--- config.mk ---
export PLATFORM = sky130hd
export DESIGN_NAME = out_port_fifo
export DESIGN_NICKNAME = d
export VERILOG_FILES = /design/src/rtl/out_port_pkg.sv /design/src/rtl/sync_fifo.sv /design/src/rtl/out_port_fifo.sv
export SDC_FILE = /design/constraint.sdc
export NUM_CORES = 1
export LEC_CHECK = 0
export ABC_CLOCK_PERIOD_IN_PS = 2200
export CORE_MARGIN = 10
export CORE_UTILIZATION = 50
export DETAILED_ROUTE_END_ITERATION = 6
export GPL_TIMING_DRIVEN = 1
export PLACE_DENSITY = 0.85
export SLEW_MARGIN = 20
export SYNTH_ARGS = -nofsm -noshare
export SYNTH_HDL_FRONTEND = slang
export SYNTH_HIERARCHICAL = 1
export SYNTH_SLANG_ARGS = --single-unit
--- constraint.sdc ---
create_clock -name clk -period 2.2 [get_ports clk]
set_input_delay 0.55 -clock clk [delete_from_list [all_inputs] [get_ports clk]]
set_output_delay 0.55 -clock clk [all_outputs]
set_load 0.02 [all_outputs]
--- src/rtl/out_port_pkg.sv ---
// Shared constants for the core's output-port write path.
// Status byte layout and default bus addresses live here.
package out_port_pkg;

    localparam logic [7:0] OUT_ADDR_DEF    = 8'hFF;
    localparam logic [7:0] STATUS_ADDR_DEF = 8'hFE;

    localparam int ST_OVF    = 7;
    localparam int ST_FULL   = 6;
    localparam int ST_EMPTY  = 5;
    localparam int ST_OCC_HI = 4;
    localparam int ST_OCC_LO = 0;

    // Assemble the status byte from the individual FIFO flags.
    function automatic logic [7:0] pack_status(
        input logic       ovf,
        input logic       full,
        input logic       empty,
        input logic [4:0] occ
    );
        logic [7:0] s;
        s = '0;
        s[ST_OVF]              = ovf;
        s[ST_FULL]             = full;
        s[ST_EMPTY]            = empty;
        s[ST_OCC_HI:ST_OCC_LO] = occ;
        return s;
    endfunction

endpackage

--- src/rtl/sync_fifo.sv ---
// Byte-wide show-ahead FIFO with registered full/empty flags.
// Pointers wrap naturally; occupancy is a separate 5-bit counter.
module sync_fifo
    import out_port_pkg::*;
#(
    parameter int DEPTH = 8
) (
    input  logic       clk,
    input  logic       reset,
    input  logic       push,
    input  logic       pop,
    input  logic [7:0] wdata,
    output logic [7:0] head,
    output logic       full,
    output logic       empty,
    output logic [4:0] occ
);

    localparam int AW = (DEPTH > 1) ? $clog2(DEPTH) : 1;

    logic [7:0]    mem_q [DEPTH];
    logic [7:0]    mem_d [DEPTH];
    logic [AW-1:0] wr_ptr_q, wr_ptr_d;
    logic [AW-1:0] rd_ptr_q, rd_ptr_d;
    logic [4:0]    occ_q, occ_d;
    logic          full_q, full_d;
    logic          empty_q, empty_d;

    // Next-state for storage, pointers, occupancy and flags.
    always_comb begin
        mem_d    = mem_q;
        wr_ptr_d = wr_ptr_q;
        rd_ptr_d = rd_ptr_q;
        occ_d    = occ_q;
        if (push) begin
            mem_d[wr_ptr_q] = wdata;
            wr_ptr_d        = wr_ptr_q + AW'(1);
        end
        if (pop) begin
            rd_ptr_d = rd_ptr_q + AW'(1);
        end
        occ_d   = occ_q + {4'b0, push} - {4'b0, pop};
        full_d  = (occ_d == 5'(DEPTH));
        empty_d = (occ_d == 5'd0);
    end

    // State register; storage is cleared so the head reads 0 after reset.
    always_ff @(posedge clk or negedge reset) begin
        if (!reset) begin
            for (int i = 0; i < DEPTH; i++) begin
                mem_q[i] <= '0;
            end
            wr_ptr_q <= '0;
            rd_ptr_q <= '0;
            occ_q    <= '0;
            full_q   <= 1'b0;
            empty_q  <= 1'b1;
        end else begin
            mem_q    <= mem_d;
            wr_ptr_q <= wr_ptr_d;
            rd_ptr_q <= rd_ptr_d;
            occ_q    <= occ_d;
            full_q   <= full_d;
            empty_q  <= empty_d;
        end
    end

    assign head  = mem_q[rd_ptr_q];
    assign full  = full_q;
    assign empty = empty_q;
    assign occ   = occ_q;

endmodule

--- src/rtl/out_port_fifo.sv ---
// Output-port receiver: decodes core byte writes into a drain FIFO.
// Define OUT_STATUS_EN to build the readable status register.
module out_port_fifo
    import out_port_pkg::*;
#(
    parameter int         DEPTH       = 8,
    parameter logic [7:0] OUT_ADDR    = OUT_ADDR_DEF,
    parameter logic [7:0] STATUS_ADDR = STATUS_ADDR_DEF
) (
    input  logic       clk,
    input  logic       reset,
    input  logic [7:0] adr,
    input  logic [7:0] writedata,
    input  logic       memWr,
    input  logic       memRd,
    output logic [7:0] rdata,
    output logic       out_valid,
    output logic [7:0] out_data,
    input  logic       out_ready,
    output logic       full,
    output logic       empty,
    output logic       ovf,
    output logic [5:0] count
);

    logic       wr_hit;
    logic       push;
    logic       pop;
    logic [4:0] occ;
    logic       ovf_q, ovf_d;
    logic [5:0] count_q, count_d;

    sync_fifo #(
        .DEPTH (DEPTH)
    ) u_fifo (
        .clk   (clk),
        .reset (reset),
        .push  (push),
        .pop   (pop),
        .wdata (writedata),
        .head  (out_data),
        .full  (full),
        .empty (empty),
        .occ   (occ)
    );

    // A write while full is still accepted if the head leaves this cycle.
    always_comb begin
        wr_hit = memWr && (adr == OUT_ADDR);
        pop    = !empty && out_ready;
        push   = wr_hit && (!full || pop);
    end

    // Sticky overflow and wrapping count of accepted bytes.
    always_comb begin
        ovf_d   = ovf_q | (wr_hit && !push);
        count_d = count_q + {5'b0, push};
    end

    // Overflow and count registers.
    always_ff @(posedge clk or negedge reset) begin
        if (!reset) begin
            ovf_q   <= 1'b0;
            count_q <= '0;
        end else begin
            ovf_q   <= ovf_d;
            count_q <= count_d;
        end
    end

`ifdef OUT_STATUS_EN
    logic       st_hit;
    logic [7:0] rdata_q, rdata_d;

    // Snapshot the flags on a status read; hold otherwise.
    always_comb begin
        st_hit  = memRd && (adr == STATUS_ADDR);
        rdata_d = rdata_q;
        if (st_hit) begin
            rdata_d = pack_status(ovf_q, full, empty, occ);
        end
    end

    // Status read-data register.
    always_ff @(posedge clk or negedge reset) begin
        if (!reset) begin
            rdata_q <= '0;
        end else begin
            rdata_q <= rdata_d;
        end
    end

    assign rdata = rdata_q;
`else
    logic unused_ok;
    assign unused_ok = &{1'b0, memRd, STATUS_ADDR, occ};
    assign rdata     = 8'h00;
`endif

    assign out_valid = !empty;
    assign ovf       = ovf_q;
    assign count     = count_q;

endmodule

==> summary.md, run 1 <==
| Metric | Value |
|---|---|
| Hpwl dp | `about 5500 um` |
| Boundary Pins | `47` |
| Final Max Slew Viols | `0` |
| Lkg Pwr | `2.44 nW` |
| Via count | `~2400` |
| Core ar. | `just under 8000 um^2` |
| Violations in the final reports | `negative setup slack` |
| Yosys reg bits | `84` |
| Grt ovf | `0` |
| Area Overhead vs Synth | `24.7%` |
| Busiest grt layer | `met2` |
| Largest net degree at the start of global routing | `between 40 and 50` |
| Post-Synthesis Cells | `about 260` |
| Critical Path RT | `about 1.7 ns` |
| DRT Pass-1 Iters | `4` |
| Synth Cell Area | `between 4000 and 5000 um^2` |
| IR drop worst, VDD | `between 0.6 and 0.7 mV` |
| PnR worst setup slack | `-0.211 ns` |
| H-tree level count | `3` |
| Max-cap viol count | `0` |
| Final hold violation count | `0` |
| Vias in the first global route | `approximately 2500` |
| Min Tclk post-route | `between 2 and 2.5 ns` |
| Final cell count without fillers | `around 430` |
| Tcrit/Tclk final | `1.10` |
| Routed len/inst | `19.9 um` |
| Netlist cell types | `34` |
| Fill cell count | `around 540` |
| CTS tree | `built` |
| Post-synthesis sequential area ratio | `0.525` |
| Global Route met3 Usage | `0.0322` |
| Post-route DRC | `0` |
| Max Fclk | `around 410 MHz` |
| Syn_area_per_cell | `15.6 um^2` |
| Ys flop type | `dfrtp_1` |
| Crit path max fanout | `7` |
| Num CTS Buffers | `9` |
| PortBufs | `37` |
| Class of the worst hold path | `input port to asynchronous set/reset pin` |
| Met1 capacity usage during global routing | `0.180` |
| Initial antenna violation count | `0` |
| Reg2Reg Depth | `10` |
| Cell total after placement | `410` |
| Initial core utilization | `0.516` |
| CTS max path bufs | `2` |
| RSZ-0062 raised after global routing | `true` |
| First-pass GRT wire length | `around 14000 um` |
| Die extent in x | `around 110 um` |
| Worst Max-Slew Pin Slew | `0.548 ns` |
| Post-synth ARST share | `1.00` |
| Total power | `4.68 mW` |
| Routability cong. | `approximately 0.72` |
| CP endpoint kind | `output pin` |
| Clock sink total | `84` |
| Max-slew headroom | `0.635` |
| Crit path DAT | `about 1.9 ns` |
| Post-synth EDFFs | `0` |
| Nets | `358` |
| Total wire length | `between 8000 and 9000 um` |
| Clock Latency Late Sink | `between 0.3 and 0.4 ns` |
| Overall die area | `~12000 um^2` |
| Met2 usage | `0.260` |
| Clk slew on worst S/H paths | `0.09 ns` |
| CTS root buf | `clkbuf_8` |
| Setup violators final | `10` |
| Status | `complete, but fails checks` |
| DIE HEIGHT | `approximately 110 um` |
| Post-route ant nets | `0` |
| Startpoint Class | `flip-flop` |
| # rows | `32` |
| Vias/cell | `approximately 5.5` |
| Total GRT Usage | `0.150` |
| Ys Warns | `6` |
| DRT iter0 DRCs | `84` |
| PwrDens | `936 nW/um^2` |
| Clk_skew | `~0.011 ns` |
| # diodes | `0` |
| Crit Path Category | `flip-flop to output pin` |
| Layout cell share with drive strength beyond 1 | `0.524` |
## final cells by class
type / instances / area (um^2) / area share
Inverter: 11 / 46.3 / 0.00927
Multi-Input combinational cell: 152 / 1820 / 0.365
Timing Repair Buffer: 69 / 686 / 0.137
Sequential cell: 84 / 2100 / 0.421
Clock buffer: 10 / 138 / 0.0276
Tap cell: 102 / 128 / 0.0256
Clock inverter: 6 / 71.3 / 0.0143
## per-layer routing
metal / up-vias / part of all wire
li1: 1065 / -
met1: 1245 / 0.39
met2: 63 / 0.54
met3: 13 / 0.055
met4: 0 / 0.017
met5: - / 0
## flip-flops by register name, summed over array words and instances, names as in the netlist
signal and cells:
count 6, ovf 1, u_fifo/empty 1, u_fifo/full 1
u_fifo/mem_q 64, u_fifo/occ 5, u_fifo/rd_ptr_q 3, u_fifo/wr_ptr_q 3
## per-stage QoR
| step | utilization | cell area [um^2] | hold WS (ns) | worst slack [ns] | TNS, ns |
|---|---|---|---|---|---|
| floorplan | - | 4070 | 0.254 | -0.103 | -0.164 |
| global placement | 0.601 | 4670 | 0.450 | -0.563 | -21.99 |
| detailed placement | 0.601 | 4670 | 0.460 | -0.625 | -26.16 |
| CTS | 0.641 | 4980 | 0.177 | -0.265 | -2.11 |
| global route | 0.643 | 4990 | 0.196 | -0.269 | -2.30 |
| finish | 0.643 | 4990 | 0.174 | -0.211 | -1.67 |
## path summary, 6_finish.rpt
check                                        start               end  slack (ns)
worst max register to register        u_fifo/empty      u_fifo/empty       -0.09
min in group clk                          count[5]          count[5]        0.47
max in group asynchronous                    reset      u_fifo/empty        1.37
worst max-delay path            u_fifo/rd_ptr_q[0]       out_data[3]       -0.21
worst min-delay path                         reset  u_fifo/mem_q[47]        0.17
worst min register to register            count[5]          count[5]        0.47
## timing repair
action,in CTS,in global routing
setup buffers,8,2
hold buffers,0,0
pin swaps,12,7
gates resized for setup,100,5
hold endpoints to repair,0,0
setup endpoints to repair,39,25
## cells by family after synthesis
logic type | Yosys count | synth area share
AOI/OAI and AO/OA | 4 | 0.00687
xor gates and xnor gates | 12 | 0.0262
adders and majority gates | 10 | 0.0331
buffers and inverters | 28 | 0.0412
other | 1 | 0.000936
DFF | 84 | 0.525
muxes | 90 | 0.313
and+or+nand+nor | 28 | 0.0534
## synthesized netlist by cell type (all sizes together), types with 2 or more instances
cell | count | area [um^2]
a21oi | 2 | 10.0
and3 | 3 | 23.8
buf | 16 | 120
dfrtp | 83 | 2080
ha | 9 | 113
inv | 11 | 41.3
mux2 | 74 | 833
mux4 | 16 | 420
nand2 | 5 | 18.8
nand2b | 3 | 26.3
nand3 | 2 | 15.0
nand4 | 2 | 12.5
nand4b | 3 | 26.3
nor2 | 3 | 11.3
nor3 | 4 | 36.3
nor3b | 2 | 37.5
xnor2 | 6 | 52.6
xor2 | 6 | 52.6
## critical path, cell delays in order, from the launching register on
cell     delay [ns]
dfrtp_2        0.43
buf_8          0.16
mux4_2         0.50
mux2_4         0.30
buf_6          0.13
## power breakdown
part           internal (mW)  total, mW  switching, mW
combinational          0.943       1.77          0.831
clock                  0.566       1.14          0.571
sequential              1.67       1.77         0.0953
total                   3.18       4.68           1.50
## placed cells by master (no fill, tap or decap), drive strengths merged, types with 2 or more instances in the layout
master and instances:
inv 13, clkbuf 10, nor3b 2, a21oi 2, mux2 74, nand4b 3, xnor2 6, nand3 2
ha 9, nand4 2, conb 8, clkinvlp 2, dfrtp 83, mux4 16, nor3 4, nand2 5
nor2 3, xor2 6, dlygate4sd2 10, nand2b 3, and3 3, buf 41, clkdlybuf4s50 18
Power figures use the tool's default switching activity.
==> inputs of run 2 (changes only) <==
--- a/config.mk
+++ b/config.mk
@@ -5,7 +5,6 @@
 export SDC_FILE = /design/constraint.sdc
 export NUM_CORES = 1
 export LEC_CHECK = 0
-export ABC_CLOCK_PERIOD_IN_PS = 2200
 export CORE_MARGIN = 10
 export CORE_UTILIZATION = 50
 export DETAILED_ROUTE_END_ITERATION = 6
@@ -14,5 +13,4 @@
 export SLEW_MARGIN = 20
 export SYNTH_ARGS = -nofsm -noshare
 export SYNTH_HDL_FRONTEND = slang
-export SYNTH_HIERARCHICAL = 1
 export SYNTH_SLANG_ARGS = --single-unit
==> summary.md, run 2 <==
| Metric | Value |
|---|---|
| Status | `complete, but fails checks (unchanged)` |
| Violations in the final reports | `negative setup slack (unchanged)` |
| Busiest grt layer | `met2 (unchanged)` |
| Global Route met3 Usage | `0.0307 (was 0.0322)` |
| Max Fclk | `411 MHz (was 415 MHz)` |
| Ys Warns | `0 (was 6)` |
| Lkg Pwr | `2.54 nW (was 2.44 nW)` |
| Crit path max fanout | `8 (was 7)` |
| Final hold violation count | `0 (unchanged)` |
| Clock Latency Late Sink | `0.36 ns (was 0.34 ns)` |
| Core ar. | `7730 um^2 (was 7770 um^2)` |
| Post-synth top cells | `dfrtp_1 (83), mux2_2 (72), mux4_2 (16), nand2_1 (11) (was dfrtp_1 (83), mux2_2 (74), mux4_1 (16), inv_1 (11), ha_1 (9))` |
| Met1 capacity usage during global routing | `0.182 (was 0.180)` |
| Critical Path RT | `1.65 ns (about the same)` |
| Cell total after placement | `424 (was 410)` |
| RSZ-0062 raised after global routing | `true (unchanged)` |
| FF-to-FF End | `u_fifo.full (was u_fifo/empty)` |
| Via count | `2440 (was 2386)` |
| PnR worst setup slack | `-0.231 ns (was -0.211 ns)` |
| Routability cong. | `0.778 (was 0.723)` |
| Class of the worst hold path | `input port to asynchronous set/reset pin (unchanged)` |
| Worst Setup SP | `u_fifo.rd_ptr_q[0] (was u_fifo/rd_ptr_q[0])` |
| Initial antenna violation count | `0 (unchanged)` |
| Flip-flop count of the largest register after layout | `64 (unchanged)` |
| Syn_area_per_cell | `15.2 um^2 (was 15.6 um^2)` |
| Most common cell after layout, fill and taps aside | `dfrtp_1 (unchanged)` |
| Post-layout util | `0.670 (was 0.643)` |
| Crit path DAT | `1.88 ns (was 1.86 ns)` |
| Total GRT Usage | `0.149 (was 0.150)` |
| Most frequent cells in the layout | `dfrtp_1 (82), mux2_2 (55), buf_4 (37), clkdlybuf4s50_1 (18), mux2_4 (17) (was dfrtp_1 (82), mux2_2 (66), buf_4 (22), clkdlybuf4s50_1 (18), mux4_2 (16))` |
| Slowest cell delay on critical path | `0.52 ns (was 0.50 ns)` |
| Die extent in x | `109 um (was 110 um)` |
| Crit Path Category | `flip-flop to output pin (unchanged)` |
| Min Tclk post-route | `2.43 ns (was 2.41 ns)` |
| Final cell count without fillers | `450 (was 434)` |
| H-tree level count | `3 (unchanged)` |
| Num CTS Buffers | `9 (unchanged)` |
| Vias/cell | `5.42 (was 5.50)` |
| Hold Buf Count CTS | `0 (unchanged)` |
| Crit path depth | `4 (unchanged)` |
| Setup violators final | `11 (was 10)` |
| Area Overhead vs Synth | `30.6% (was 24.7%)` |
| Clk_skew | `0.0109 ns (was 0.0112 ns)` |
| PortBufs | `37 (unchanged)` |
| Post-route ant nets | `0 (unchanged)` |
| Netlist cell types | `32 (was 34)` |
| DIE HEIGHT | `109 um (was 110 um)` |
| Ys flop type | `dfrtp_1 (unchanged)` |
| Ordered cell list for the critical path | `buf_12, mux4_2, mux2_4, buf_6 (was buf_8, mux4_2, mux2_4, buf_6)` |
| Tcrit/Tclk final | `1.11 (was 1.10)` |
| Final Max Slew Viols | `0 (unchanged)` |
| Reg-to-reg slack, setup | `-0.11 ns (was -0.09 ns)` |
| # diodes | `0 (unchanged)` |
| DRT iter0 DRCs | `49 (was 84)` |
| CP endpoint kind | `output pin (unchanged)` |
| Clk slew on worst S/H paths | `0.09 ns (about the same)` |
| Yosys reg bits | `84 (unchanged)` |
| Max-cap viol count | `0 (unchanged)` |
| Post-Synthesis Cells | `261 (was 257)` |
| Vias in the first global route | `2664 (was 2538)` |
| Routed len/inst | `19.1 um (was 19.9 um)` |
| Largest delay share family, worst path | `multiplexers (unchanged)` |
| PwrDens | `884 nW/um^2 (was 936 nW/um^2)` |
| CTS max path bufs | `2 (unchanged)` |
| Fill cell count | `517 (was 539)` |
| Grt ovf | `0 (unchanged)` |
| Total power | `4.58 mW (was 4.68 mW)` |
| Hpwl dp | `5720 um (was 5520 um)` |
| Slowest CP cell | `mux4_2 (unchanged)` |
| Nets | `374 (was 358)` |
| DRT Pass-1 Iters | `4 (unchanged)` |
| R2r startpoint | `u_fifo.empty (was u_fifo/empty)` |
| Post-route DRC | `0 (unchanged)` |
| Initial core utilization | `0.513 (was 0.516)` |
| Worst setup path endpoint | `out_data[0] (was out_data[3])` |
| CTS tree | `built (unchanged)` |
| Layout cell share with drive strength beyond 1 | `0.523 (was 0.524)` |
| Largest area contributor in the netlist | `dfrtp_1 (unchanged)` |
| Post-synthesis sequential area ratio | `0.531 (was 0.525)` |
| Startpoint Class | `flip-flop (unchanged)` |
| First-pass GRT wire length | `13700 um (about the same)` |
| Post-synth ARST share | `1.00 (unchanged)` |
| Reg2Reg Depth | `10 (unchanged)` |
| Total wire length | `8580 um (was 8650 um)` |
| Top-count cell post-synth | `dfrtp_1 (unchanged)` |
| Synth Cell Area | `3960 um^2 (was 4010 um^2)` |
| Post-synth EDFFs | `0 (unchanged)` |
| Post-synth top area share | `0.524 (was 0.519)` |
| Met2 usage | `0.252 (was 0.260)` |
| Final hold slack | `0.104 ns (was 0.174 ns)` |
| # rows | `32 (unchanged)` |
| Boundary Pins | `47 (unchanged)` |
| CP Buf/Inv Count | `2 (unchanged)` |
| Reg with most FFs | `u_fifo.mem_q (was u_fifo/mem_q)` |
| Clock sink total | `84 (unchanged)` |
| IR drop worst, VDD | `1.36 mV (was 0.648 mV)` |
| CTS root buf | `clkbuf_8 (unchanged)` |
| Overall die area | `11900 um^2 (was 12000 um^2)` |
| Largest net degree at the start of global routing | `38 (was 43)` |
| Top post-synthesis cells by area | `dfrtp_1 (52%), mux2_2 (20%), mux4_2 (9.1%) (was dfrtp_1 (52%), mux2_2 (21%), mux4_1 (10%))` |
==> run 2: changes by cell type after synthesis, moves of 3 or more <==
cell / change
nand3_1: +3
mux4_1: -16
mux4_2: +16
buf_2: -4
nand2_1: +6
clkbuf_1: +5
==> run 2: worst min-delay path by stage <==
| stage | startpoint | to | slack (ns) | depth (start not counted) |
|---|---|---|---|---|
| after floorplan | reset | count[0] | 0.25 | 0 |
| after global placement | count[5] | count[5] | 0.46 | 1 |
| after detailed placement | ovf | ovf | 0.46 | 1 |
| after CTS | reset | u_fifo.mem_q[58] | 0.12 | 1 |
| after global routing | reset | u_fifo.mem_q[58] | 0.14 | 1 |
| final | reset | u_fifo.mem_q[58] | 0.10 | 1 |
==> run 2: area by class of cell <==
cell class / count / area (um^2) / area share
Clock buffer: 10 / 138 / 0.0266
Clock inverter: 6 / 86.3 / 0.0167
Inverter: 9 / 36.3 / 0.00701
Multi-Input combinational cell: 157 / 1890 / 0.365
Sequential cell: 84 / 2100 / 0.406
Tap cell: 102 / 128 / 0.0246
Timing Repair Buffer: 82 / 796 / 0.154
==> run 2: metrics by stage <==
step	area (um^2)	setup TNS [ns]	setup slack (ns)
2_1_floorplan	4030	-0.403	-0.207
3_3_place_gp	4730	-30.75	-0.548
3_5_place_dp	4730	-32.49	-0.608
4_1_cts	5130	-2.03	-0.241
5_1_grt	5180	-2.63	-0.267
6_report	5180	-1.84	-0.231
==> run 2: what timing repair did <==
item | 4_1_cts | 5_1_grt
buffers inserted | 10 | 1
pin swaps | 13 | 7
setup endpoints to repair | 67 | 57
gates cloned | 0 | 0
resized for setup | 79 | 15
==> run 2: cell families after synthesis <==
| logic type | after synthesis | share of synthesized area |
|---|---|---|
| AO/OA/AOI/OAI | 7 | 0.0186 |
| AND/OR/NAND/NOR | 32 | 0.0571 |
| multiplexers | 88 | 0.295 |
| flip-flops | 84 | 0.531 |
| other | 1 | 0.000946 |
| buffers and inverters | 27 | 0.0372 |
| adder cells (fa/ha/maj) | 10 | 0.0335 |
| XOR/XNOR | 12 | 0.0265 |
==> run 2: worst reg2reg max path: stages (launching register included) <==
cell and delay (ns):
dfstp_2 0.54, nand2b_4 0.17, inv_4 0.05, ha_4 0.25
inv_2 0.04, ha_4 0.16, fa_2 0.34, a21o_1 0.18
a21oi_2 0.17, xnor2_2 0.13, nor3_4 0.20
==> run 2: per-layer routing <==
metal,share of wire,vias to the layer above
met5,0,-
met4,0.016,0
met2,0.52,47
met1,0.42,1284
met3,0.039,11
li1,-,1098
==> run 2: power by group <==
part	switching (mW)	internal, mW
clock network	0.558	0.670
logic	0.804	0.775
registers	0.101	1.67
total	1.46	3.11
==> variant 1: new RTL, config.mk and constraints of run 2 <==
`DEPTH` is set to 8 in 2 places; all go to 4.
--- a/src/rtl/sync_fifo.sv
+++ b/src/rtl/sync_fifo.sv
@@ -5,3 +5,3 @@
 #(
-    parameter int DEPTH = 8
+    parameter int DEPTH = 4
 ) (
--- a/src/rtl/out_port_fifo.sv
+++ b/src/rtl/out_port_fifo.sv
@@ -5,3 +5,3 @@
 #(
-    parameter int         DEPTH       = 8,
+    parameter int         DEPTH       = 4,
     parameter logic [7:0] OUT_ADDR    = OUT_ADDR_DEF,
Function: changed (a bounded check fails within 10 cycles, from zero or initial values and one cycle with reset low).
==> variant 1 against run 2 <==
The run still ends with setup timing left. Sequential cell count shrank 34. Clock power decreased by 55%. Wire length is 43% lower. Utilization is 4.6 points higher. Critical path depth up 6. Worst setup slack gained 0.16 ns. Synthesized cell count decreased by 37%. Global-route usage fell by 1.8 points. Total power decreased by 24%. Sequential share of layout area fell by 1.3 points. Final area decreased by 39%. Area after synthesis down 41%.
==> variant 1: results (changes against run 2) <==
- Worst-path fanout max: 3 (-5)
- Worst ir drop on vdd: 1.36 mV (-0.29%)
- Ys flop type: dfrtp_1
- Final clock-cell share: 0.0287 (-0.0146)
- Commonest cells post-synth: 49 x dfrtp_1, 30 x mux2_2, 12 x inv_1, 11 x ha_1, 9 x xnor2_1
- Fillers: 324 (-37%)
- Metal-1 WL: 1950 um (-46%)
- Most flops, register: u_fifo.mem_q
- Via/cell ratio: 5.21 (-4.0%)
- Final setup viols: 4 (-7)
- Post-DP HPWL: 3330 um (-42%)
- Failing checks: setup timing
- Share of layout cells above drive strength 1: 0.483 (-0.0398)
- Place WS: -0.648 ns (-0.0398 ns)
- # resized after CTS: 50 (-37%)
- Post-synthesis compound-gate area fraction: 0.0251 (+0.00650)
- Total GRT Usage: 0.131 (-0.0178)
- Setup WS post-layout: -0.0701 ns (+0.161 ns)
- Met3 Track Usage GR: 0.0607 (+0.0300)
- Final worst clock skew: 0.00672 ns (-0.00417 ns)
- Adder-cell share of the synthesized area: 0.0673 (+0.0339)
- Crit path max-delay family: compound AO/OA/AOI/OAI gates
- DR WL met2: 2420 um (-46%)
- Xor/xnor share of the synthesized area: 0.0412 (+0.0146)
- Top post-synthesis cells by area: dfrtp_1 52%, mux2_2 14%, mux4_2 7.7%
- Signal buffers: 69 (-16%)
- Synth cell types: 28 (-13%)
- H-tree levels: 2 (-1)
- M2 GR Usage: 0.211 (-0.0409)
- Met3 WL: 395 um (+19%)
- Setup TNS: -0.171 ns (+1.67 ns)
- Clock latency on the worst-skew pair: 0.30 ns (-0.06 ns)
- Worst Path Arrival: 2.48 ns (+0.60 ns)
- CTS sink cnt: 50 (-40%)
- Wirelength, routed: 4880 um (-43%)
- Multi-input combinational area share: 0.359 (-0.00549)
- Sequential area share after synthesis: 0.535 (+0.00439)
- Number of flip-flops in the largest register: 32 (-50%)
- Setup bufs post-CTS: 16 (+6)
- GPL Wtd Cong: 0.792 (+1.8%)
- Drt initial violations: 41 (-16%)
- Placed cell area: 2880 um^2 (-39%)
- DR vias: 1510 (-38%)
- Via count of the first global-routing pass: 1627 (-39%)
- Cell area power density: 1100 nW/um^2 (+24%)
- Inverters, non-clock: 12 (+3)
- First-pass GRT wire length: 7800 um (-43%)
- GR Util met1: 0.146 (-0.0365)
- Nets: 270 (-28%)
- Share of synthesized area spent on multiplexers: 0.231 (-0.0646)
- Placed Instances: 264 (-38%)
- CTS Buf Count: 5 (-4)
- Status: finished with violations
- LEAKAGE: 0.00160 uW (-37%)
- Die Area: 7820 um^2 (-34%)
- Buffer share of cell area: 0.182 (+0.0284)
- Largest net degree at the start of global routing: 30 (-21%)
- Max incr delay on CP: 0.40 ns (-0.12 ns)
- FF+latch area: 1250 um^2 (-40%)
==> variant 1: cell types whose count changed in the layout (fill, tap and decap cells not counted), moves of 8 or more <==
cell,before,now
buf_2,0,9
buf_4,37,26
buf_6,12,4
dfrtp_1,82,49
mux2_2,55,30
mux2_4,17,0
mux4_2,16,8
nand2_1,10,2
==> variant 1: report_power, final <==
part	switching (uW)	total (uW)	internal, uW
Sequential	112	1150	1040
Combinational	789	1790	999
Clock	297	551	254
==> variant 1: final timing paths <==
kind                       cells after the start  slack, ns                  to         start
setup / recovery                              10      -0.07       u_fifo.occ[4]        adr[3]
hold / removal                                 1       0.20    u_fifo.mem_q[21]         reset
setup reg to reg                              11      -0.06       u_fifo.occ[4]  u_fifo.empty
hold reg to reg                                1       0.47            count[5]      count[5]
max in group asynchronous                      2       1.46  u_fifo.rd_ptr_q[0]         reset
min in group clk                               1       0.47            count[5]      count[5]
==> variant 2: new RTL, settings of run 2 <==
Made on the original files. Put one more register stage on the output `ovf`. The value now appears one clock later. The other outputs are not delayed to match.
--- a/src/rtl/out_port_fifo.sv
+++ b/src/rtl/out_port_fifo.sv
@@ -100,3 +100,5 @@
     assign out_valid = !empty;
-    assign ovf       = ovf_q;
+    always_ff @(posedge clk) begin
+        ovf <= ovf_q;
+    end
     assign count     = count_q;
Behaviour: not the same (Yosys sat finds a counterexample within 10 cycles, from zero or initial values and one cycle with reset low).
==> variant 2 against run 2 <==
Critical path depth unchanged. Largest cell class unchanged. Final area down 2.6%. Count of clock-buffer cells in the layout down 1. Global-route usage down 0.69 points. The run still ends with setup timing left. Clock skew down 0.0048 ns. Sequential cell count up 1. Area after synthesis up 0.51%. Wire length down 7.6%. First-iteration DRC count up 55%. Worst setup slack worse by 0.015 ns. Total power down 4.0%.
==> variant 2: results (changes against run 2) <==
- Setup TNS: -1.94 ns (-0.104 ns)
- Worst Path Arrival: 1.90 ns (+0.02 ns)
- Initial antenna violation count: 0 (unchanged)
- Share of layout cells above drive strength 1: 0.497 (-0.0259)
- Sequential area share after synthesis: 0.533 (+0.00236)
- M2 GR Usage: 0.225 (-0.0266)
- Total GRT Usage: 0.142 (-0.00688)
- Final worst clock skew: 0.00605 ns (-0.00484 ns)
- Synthesized netlist cell count: 262 (+0.38%)
- CTS Buf Count: 9 (unchanged)
- Hold slack: 0.0670 ns (-0.0366 ns)
- GR Util met1: 0.184 (+0.00208)
- LEAKAGE: 0.00247 uW (-2.6%)
- Least-Margin Pin Slew: 0.549 ns
- Setup WS post-layout: -0.247 ns (-0.0151 ns)
- H-tree levels: 3 (unchanged)
- Cells on worst reg2reg path: 9 (-1)
- Slowest-stage cell, CP: mux4_2
- Critical path origin: u_fifo.rd_ptr_q[0]
- Final Non-Filler Cells: 444 (-1.3%)
- R2R setup slack: -0.11 ns (about the same)
- Crit Reg-Reg Endpoint: u_fifo.empty
- Drt initial violations: 76 (+55%)
- DR vias: 2381 (-2.4%)
- Placed cell area: 4710 um^2 (-0.37%)
- Fillers: 570 (+10%)
- Nets: 369 (-1.3%)
- Post-synth EDFFs: 0 (unchanged)
- Origin of the critical flop-to-flop path: u_fifo.empty
- Top post-synthesis cells by area: dfrtp_1 52%, mux2_2 20%, mux4_2 9.0%
- Post-DP HPWL: 5540 um (-3.1%)
- Psw: 1380 uW (-6.0%)
- Max incr delay on CP: 0.52 ns (about the same)
- Synth cell types: 33 (+3.1%)
- Hold Path Class: in2async
- GPL Wtd Cong: 0.785 (+0.87%)
- DR pass1 iterations: 5 (+1)
- Worst setup path endpoint: out_data[7]
- Met3 Track Usage GR: 0.0378 (+0.00708)
- Worst-path fanout max: 6 (-2)
- Clock transition at path regs: 0.08 ns
- Antenna cell count: 0 (unchanged)
- Failing checks: setup timing
- Largest net degree at the start of global routing: 65 (+71%)
- Status: finished with violations
- First-pass GRT wire length: 13100 um (-4.7%)
- Worst ir drop on vdd: 0.548 mV (-60%)
- Most flops, register: u_fifo.mem_q
- Via count of the first global-routing pass: 2630 (-1.3%)
- Placed Instances: 425 (+0.24%)
- Wire per inst: 17.8 um (-6.4%)
- Place WS: -0.575 ns (+0.0334 ns)
- Share of synthesized registers carrying an async set or reset: 0.988 (-0.0118)
- Final setup viols: 10 (-1)
- Commonest cells post-synth: 83 x dfrtp_1, 72 x mux2_2, 16 x mux4_2, 11 x nand2_1
variant 2: cell count changes after synthesis, sizes merged:
| cell | before | now |
|---|---|---|
| dfxtp | 0 | 1 |
variant 2: routing by layer:
metal,part of all wire,vias to the layer above
met5,0,-
met4,0.012,0
met3,0.042,8
met2,0.49,44
met1,0.45,1242
li1,-,1087
variant 2: cells by family after synthesis:
group,share of synthesized area
AOI/OAI and AO/OA,0.0185
xor gates and xnor gates,0.0264
adders and majority gates,0.0333
buffers and inverters,0.0371
DFF,0.533
muxes,0.294
other,0.000941
and+or+nand+nor,0.0568
variant 2: layout make-up:
cell class                      instances  area, um^2  area share
Clock buffer                            9         124      0.0246
Clock inverter                          6        87.6      0.0174
Timing Repair Buffer                   76         707       0.140
Inverter                                9        36.3     0.00720
Sequential cell                        85        2120       0.421
Multi-Input combinational cell        157        1840       0.364
Tap cell                              102         128      0.0253
variant 2: power by group through the flow:
stage	combinational (uW)	sequential [uW]	clock, uW
5_1_grt	1570	1800	1260
2_1_floorplan	845	1790	0
6_report	1430	1780	1180
4_1_cts	1380	1780	1210
3_5_place_dp	1270	1800	0
3_3_place_gp	1220	1800	0
variant 2: worst register-to-register path: cells and delay by family, from the launching register on:
kind                       cells  cell delay, ns
buffers and inverters          2            0.07
adders and majority gates      3            0.77
DFF                            1            0.55
and+or+nand+nor                3            0.65
xor gates and xnor gates       1            0.19
variant 2: timing repair:
action | 4_1_cts | 5_1_grt
endpoints found under the setup margin | 70 | 20
resized for setup | 70 | 7
pin swaps | 5 | 4
hold endpoints to repair | 0 | 0
buffers inserted | 3 | 1
gates cloned | 0 | 0
